$ cat src/rtl/cpc_bootdata_streamer.sv
// ---------------------------------------------------------------------------
// cpc_bootdata_streamer
//
// Host-side sender for the CPC ROM-load port. It takes the image byte stream
// coming from the board loader (SD/SPI reader), packs the bytes
// little-endian into 32-bit words and hands each word to the memory
// subsystem with a 4-phase req/ack handshake on host_bootdata_*. Bytes are
// counted against the expected image size. The block reports done when the
// whole image has been delivered, or a sticky error if the receiver stalls
// a handshake phase for too long.
//
// Parameters
//   TOTAL_BYTES  image size in bytes (1 .. 2^20)
//   TIMEOUT      ck16 cycles allowed per handshake phase; 0 = no timeout
//   PAD_BYTE     fill value for the unused lanes of a final partial word
//
// Ports
//   ck16               16 MHz system clock
//   reset              asynchronous, active-high reset
//   start              single-cycle pulse, begins a transfer when not busy
//   byte_data          next image byte
//   byte_valid         byte_data is valid
//   byte_ready         byte accepted this cycle when byte_valid is also high
//   host_bootdata      packed word, first byte of the word in [7:0]
//   host_bootdata_req  word valid request to the receiver
//   host_bootdata_ack  receiver acknowledge
//   busy               transfer in progress
//   done               sticky, image fully transferred
//   error              sticky, handshake timeout
//   byte_count         bytes accepted since start
// ---------------------------------------------------------------------------
module cpc_bootdata_streamer #(
   parameter int unsigned TOTAL_BYTES = 49152,
   parameter int unsigned TIMEOUT     = 16777215,
   parameter logic [7:0]  PAD_BYTE    = 8'hFF
) (
   input  logic        ck16,
   input  logic        reset,
   input  logic        start,
   input  logic [7:0]  byte_data,
   input  logic        byte_valid,
   output logic        byte_ready,
   output logic [31:0] host_bootdata,
   output logic        host_bootdata_req,
   input  logic        host_bootdata_ack,
   output logic        busy,
   output logic        done,
   output logic        error,
   output logic [19:0] byte_count
);

   // The counter is one bit wider than the port so that an image of exactly
   // 2^20 bytes can still be compared against its size; the port shows the
   // low 20 bits.
   localparam logic [20:0] TOTAL_CNT    = 21'(TOTAL_BYTES);
   localparam bit          TIMEOUT_EN   = (TIMEOUT != 0);
   localparam logic [23:0] TIMEOUT_LAST = TIMEOUT_EN ? 24'(TIMEOUT - 1) : 24'd0;

   typedef enum logic [2:0] {
      ST_IDLE,
      ST_PACK,
      ST_REQ,
      ST_RELEASE,
      ST_DONE,
      ST_ERR
   } state_t;

   state_t      state;
   logic [2:0]  lane;
   logic [20:0] count_q;
   logic [23:0] timer;

   logic [20:0] count_inc;
   logic        last_byte;
   logic        word_full;
   logic        accept;
   logic        timer_expired;
   logic [31:0] packed_word;

   assign byte_count = count_q[19:0];

   // Next-word builder. The incoming byte lands in the current lane; when it
   // is the last byte of the image the lanes above it are filled with the pad
   // value so a partial final word never carries stale bytes of the previous
   // word. The timer expires on the edge where it has already waited
   // TIMEOUT-1 cycles, so the error lands exactly TIMEOUT cycles after entry.
   always_comb begin
      count_inc     = count_q + 21'd1;
      last_byte     = (count_inc == TOTAL_CNT);
      word_full     = (lane == 3'd3);
      accept        = (state == ST_PACK) && byte_ready && byte_valid;
      timer_expired = TIMEOUT_EN && (timer == TIMEOUT_LAST);
      packed_word   = host_bootdata;
      for (int i = 0; i < 4; i++) begin
         if (lane == 3'(i)) begin
            packed_word[8*i +: 8] = byte_data;
         end else if (last_byte && (3'(i) > lane)) begin
            packed_word[8*i +: 8] = PAD_BYTE;
         end
      end
   end

   // Main control FSM with all outputs registered.
   // PACK: accept up to four bytes; the edge that takes the last byte of a
   // word moves to REQ and drops byte_ready, raising req on that same edge
   // unless the receiver still holds ack from an earlier word.
   // REQ: hold the word stable, raise req only once ack is low, and drop req
   // on the edge that sees ack.
   // RELEASE: wait for ack to fall, then either finish or pack the next word.
   // Only the two handshake waits are bounded by the timer; PACK can wait on
   // the loader forever.
   always_ff @(posedge ck16 or posedge reset) begin
      if (reset) begin
         state             <= ST_IDLE;
         host_bootdata     <= 32'h0;
         host_bootdata_req <= 1'b0;
         byte_ready        <= 1'b0;
         busy              <= 1'b0;
         done              <= 1'b0;
         error             <= 1'b0;
         count_q           <= 21'd0;
         lane              <= 3'd0;
         timer             <= 24'd0;
      end else begin
         case (state)
            ST_IDLE, ST_DONE, ST_ERR: begin
               if (start) begin
                  state      <= ST_PACK;
                  busy       <= 1'b1;
                  done       <= 1'b0;
                  error      <= 1'b0;
                  count_q    <= 21'd0;
                  lane       <= 3'd0;
                  timer      <= 24'd0;
                  byte_ready <= 1'b1;
               end
            end

            ST_PACK: begin
               if (accept) begin
                  host_bootdata <= packed_word;
                  count_q       <= count_inc;
                  lane          <= lane + 3'd1;
                  if (word_full || last_byte) begin
                     state             <= ST_REQ;
                     byte_ready        <= 1'b0;
                     timer             <= 24'd0;
                     host_bootdata_req <= ~host_bootdata_ack;
                  end
               end
            end

            ST_REQ: begin
               if (host_bootdata_req && host_bootdata_ack) begin
                  state             <= ST_RELEASE;
                  host_bootdata_req <= 1'b0;
                  timer             <= 24'd0;
               end else if (timer_expired) begin
                  state             <= ST_ERR;
                  host_bootdata_req <= 1'b0;
                  error             <= 1'b1;
                  busy              <= 1'b0;
               end else begin
                  timer <= timer + 24'd1;
                  if (!host_bootdata_ack) begin
                     host_bootdata_req <= 1'b1;
                  end
               end
            end

            ST_RELEASE: begin
               if (!host_bootdata_ack) begin
                  timer <= 24'd0;
                  if (count_q == TOTAL_CNT) begin
                     state <= ST_DONE;
                     done  <= 1'b1;
                     busy  <= 1'b0;
                  end else begin
                     state      <= ST_PACK;
                     lane       <= 3'd0;
                     byte_ready <= 1'b1;
                  end
               end else if (timer_expired) begin
                  state <= ST_ERR;
                  error <= 1'b1;
                  busy  <= 1'b0;
               end else begin
                  timer <= timer + 24'd1;
               end
            end

            default: begin
               state             <= ST_IDLE;
               host_bootdata_req <= 1'b0;
               byte_ready        <= 1'b0;
               busy              <= 1'b0;
            end
         endcase
      end
   end

endmodule

$ cat config.mk
export PLATFORM = sky130hd
export DESIGN_NAME = cpc_bootdata_streamer
export DESIGN_NICKNAME = d
export VERILOG_FILES = /design/src/rtl/cpc_bootdata_streamer.sv
export SDC_FILE = /design/constraint.sdc
export NUM_CORES = 1
export LEC_CHECK = 0
export BUFFER_PORTS_ARGS = -buffer_cell sky130_fd_sc_hd__buf_2
export CAP_MARGIN = 20
export CELL_PAD_IN_SITES_DETAIL_PLACEMENT = 1
export CELL_PAD_IN_SITES_GLOBAL_PLACEMENT = 2
export CORE_ASPECT_RATIO = 1.2
export CORE_MARGIN = 5
export CORE_UTILIZATION = 30
export CTS_BUF_LIST = sky130_fd_sc_hd__clkbuf_16
export DETAILED_ROUTE_END_ITERATION = 7
export PLACE_DENSITY_LB_ADDON = 0.1
export SLEW_MARGIN = 40
export SYNTH_ARGS = -nofsm -noshare
export SYNTH_HDL_FRONTEND = slang
export SYNTH_SLANG_ARGS = --single-unit
$ cat constraint.sdc
create_clock -name ck16 -period 7.9 [get_ports ck16]
set_input_delay 1.185 -clock ck16 [delete_from_list [all_inputs] [get_ports ck16]]
set_output_delay 1.185 -clock ck16 [all_outputs]
set_load 0.02 [all_outputs]
==> metrics.yaml <==
cts:
  post-cts-setup-buffer-count: 0
  tritoncts: "done"
  clk_transition_reported_paths_ns: 0.07
  cts_max_path_buffers: 2
  cts_root_buf: "clkbuf_16"
  cts_num_sinks: 88
  cts_hold_repair.buffers: 0
  ctsHtreeMaxLevel: 3
  worstSkewPairLatency_ns: 0.35
  tritoncts.num_buffers: 9
  post_cts.resized_instances: 0
floorplan:
  core_area_sq_um: 16700
  dieArea_sq_um: 19600
  floorplan.die.height_um: 152
  initial_utilization: 0.303
  ioPinCount: 70
  placementRows: 52
  die_w_um: 129
finish:
  post-route-cell-area_sq_um: 5790
  number_of_nets_in_the_layout: 630
  final.fill_count: 1946
  area.growth.synth_to_final_pct: 14.1
  layout-drive-gt1-share: 0.186
  antenna_cells_inserted: 0
grt:
  grt_pass1_vias: 4822
  maximum_number_of_pins_on_one_net_before_global_route_repair: 65
  gr-total-overflow: 0
  groute.usage.overall: 0.166
  grt_antenna_before_repair: 0
  grt_pass1_wl_um: 26400
drt:
  routedWlPerCell_um: 18.9
  drt.antenna.violating_nets: 0
  via_count: 4488
  drt_first_pass_iters: 4
  detailed_route_wl_um: 15700
  dr.first_iter.drc_count: 157
  route.detailed.drc: 0
  viasPerCell: 5.41
pwr:
  ir_drop_mv: 0.139
  leakagePower_nw: 2.65
  design_power_total_w: 0.00173
  power-per-cell-area_nw_per_um2: 298
worst_setup_path:
  path_buf_inv: 0
  cp_data_required_time_ns: 8.14
  cpMaxStageDelayCell: "dfrtp_1"
  critical_path_arrival_ns: 3.42
  path_class: "flop to flop"
  r2r-start: "count_q[0]"
  critPathMaxFanout: 14
  timing.critical_path.to_type: "flop"
  timing.critical_path.from: "count_q[0]"
  critPathMaxStageDelay_ns: 0.47
  cp_startpoint_kind: "flop"
  cp_cell_sequence: "ha_1 -> nand4_4 -> or2_2 -> o32ai_2 -> and4_4 -> nand4b_4 -> a21oi_4 -> o21ai_2 -> a221o_1"
  cp_top_family: "compound AO/OA/AOI/OAI gates"
synthesis:
  synth_sequential_area_ratio: 0.434
  yosys_most_used_dff: "dfrtp_1"
  synth_edf_count: 0
  synth.avg_cell_area_sq_um: 8.88
  synth_top_cells_by_area: "dfrtp_1 43%, nor2_1 5.3%, o21ai_0 4.1%, nand2_1 3.5%, buf_4 3.1%"
  synth_area_sq_um: 5070
  synth-seq-cells: 88
  synth_cell_type_count: 68
  synth.top_cell.area_share: 0.434
  yosys.area.top_type: "dfrtp_1"
  ys.warnings.count: 0
  synthMostInstantiatedCell: "dfrtp_1"
  synth_top_cells_by_count: "88 x dfrtp_1, 71 x nor2_1, 47 x nand2_1, 42 x o21ai_0, 31 x a21oi_1"
  postSynthCellCount: 571
  synth.net_count: 592
  share_of_synthesized_flip_flops_with_an_asynchronous_set_or_reset: 1.00
timing:
  setup_violations: 0
  final.setup.tns_ns: 0
  layout_worst_path_cycle_share: 0.403
  relSlewSlack: 0.469
  timing.final.max_slew_violations: 0
  hold_violations: 0
  timing_worst_slew_pin_value_ns: 0.795
  grt_setup_unrepaired: "no"
  maxClockFrequency_ghz: 0.314
  final.setup_skew_ns: 0.00860
  finalHoldWorstSlack_ns: 0.474
  period_minus_ws_final_ns: 3.18
placed_design:
  buffer_ports.inserted: 69
  dp.final_hpwl_um: 11100
  post_dp_cell_area_sq_um: 5470
  finalWeightedCongestion: 0.755
run_status:
  status: "finished, final reports clean"
min_path:
  hold_path.startpoint: "busy"
  timing.hold.worst.class: "flop to flop"
run:
  max-cap-violations: 0
## through the flow
stage	util	worst slack (ns)	cells
after floorplan	-	4.44	571
after global placement	0.326	4.76	813
after detailed placement	0.327	4.65	813
after CTS	0.346	4.61	829
after global routing	0.346	4.44	830
final	0.346	4.72	830
## routing by layer
| metal | up-vias | GRT usage | routed length, um |
|---|---|---|---|
| met2 | 42 | 0.286 | 8090 |
| li1 | 2155 | - | - |
| met5 | - | 0 | 0 |
| met1 | 2277 | 0.211 | 7040 |
| met4 | 0 | 0.0480 | 212 |
| met3 | 14 | 0.0295 | 342 |
## state kept, by name, indices dropped and copies added, names as in the netlist
register and flops:
byte_ready 1, error 1, done 1, lane 3
busy 1, host_bootdata_req 1, state 3, timer 24
host_bootdata 32, count_q 21
## area by class of cell
type,instances,area [sq um],area share
clock inverters,7,86.3,0.0149
clock buffers,9,225,0.0389
flip-flops and latches,88,2200,0.381
repair buffers,76,402,0.0694
multi-input cells,418,2540,0.439
inverters,16,61.3,0.0106
well taps,216,270,0.0467
## cells in the final DEF (no fill, tap or decap), types with 3 or more instances in the layout
cell,count
and4_1,3
a21oi_1,31
and3_1,16
clkbuf_16,9
nor4_1,12
buf_4,6
inv_1,15
nand3_1,19
nor2_1,70
o21ai_0,42
nor2b_1,3
o31ai_1,9
ha_1,8
and2_1,9
inv_6,3
xnor2_1,3
nand2b_1,3
dfrtp_1,88
nand2_1,47
a2bb2oi_1,3
o21a_1,3
xor2_1,4
nor3_1,16
buf_2,69
or2_2,5
a31oi_1,18
a211o_1,10
o22a_1,17
a221o_1,3
nand4_1,15
nand4b_1,3
## final timing paths
kind,endpoint,slack [ns],cells after the start
min in group asynchronous,host_bootdata[11],0.85,2
max,timer[22],4.72,9
min,busy,0.47,1
min reg2reg,busy,0.47,1
max in group asynchronous,count_q[5],6.06,3
max reg2reg,timer[22],4.72,9
## cell families after synthesis
kind of cell | share of synthesized area
mux | 0.00617
fa+ha+maj | 0.0197
buf+inv | 0.0668
simple gates | 0.248
compound gates | 0.213
flops | 0.434
xor+xnor | 0.0121
## report_power, final
group | total, W | internal, W | leakage [nW] | switching, W
logic | 0.000610 | 0.000206 | 1.35 | 0.000404
clock network | 0.000462 | 0.000253 | 0.151 | 0.000208
registers | 0.000655 | 0.000552 | 1.16 | 0.000103
Note: power is estimated with default switching activity, not from simulation.
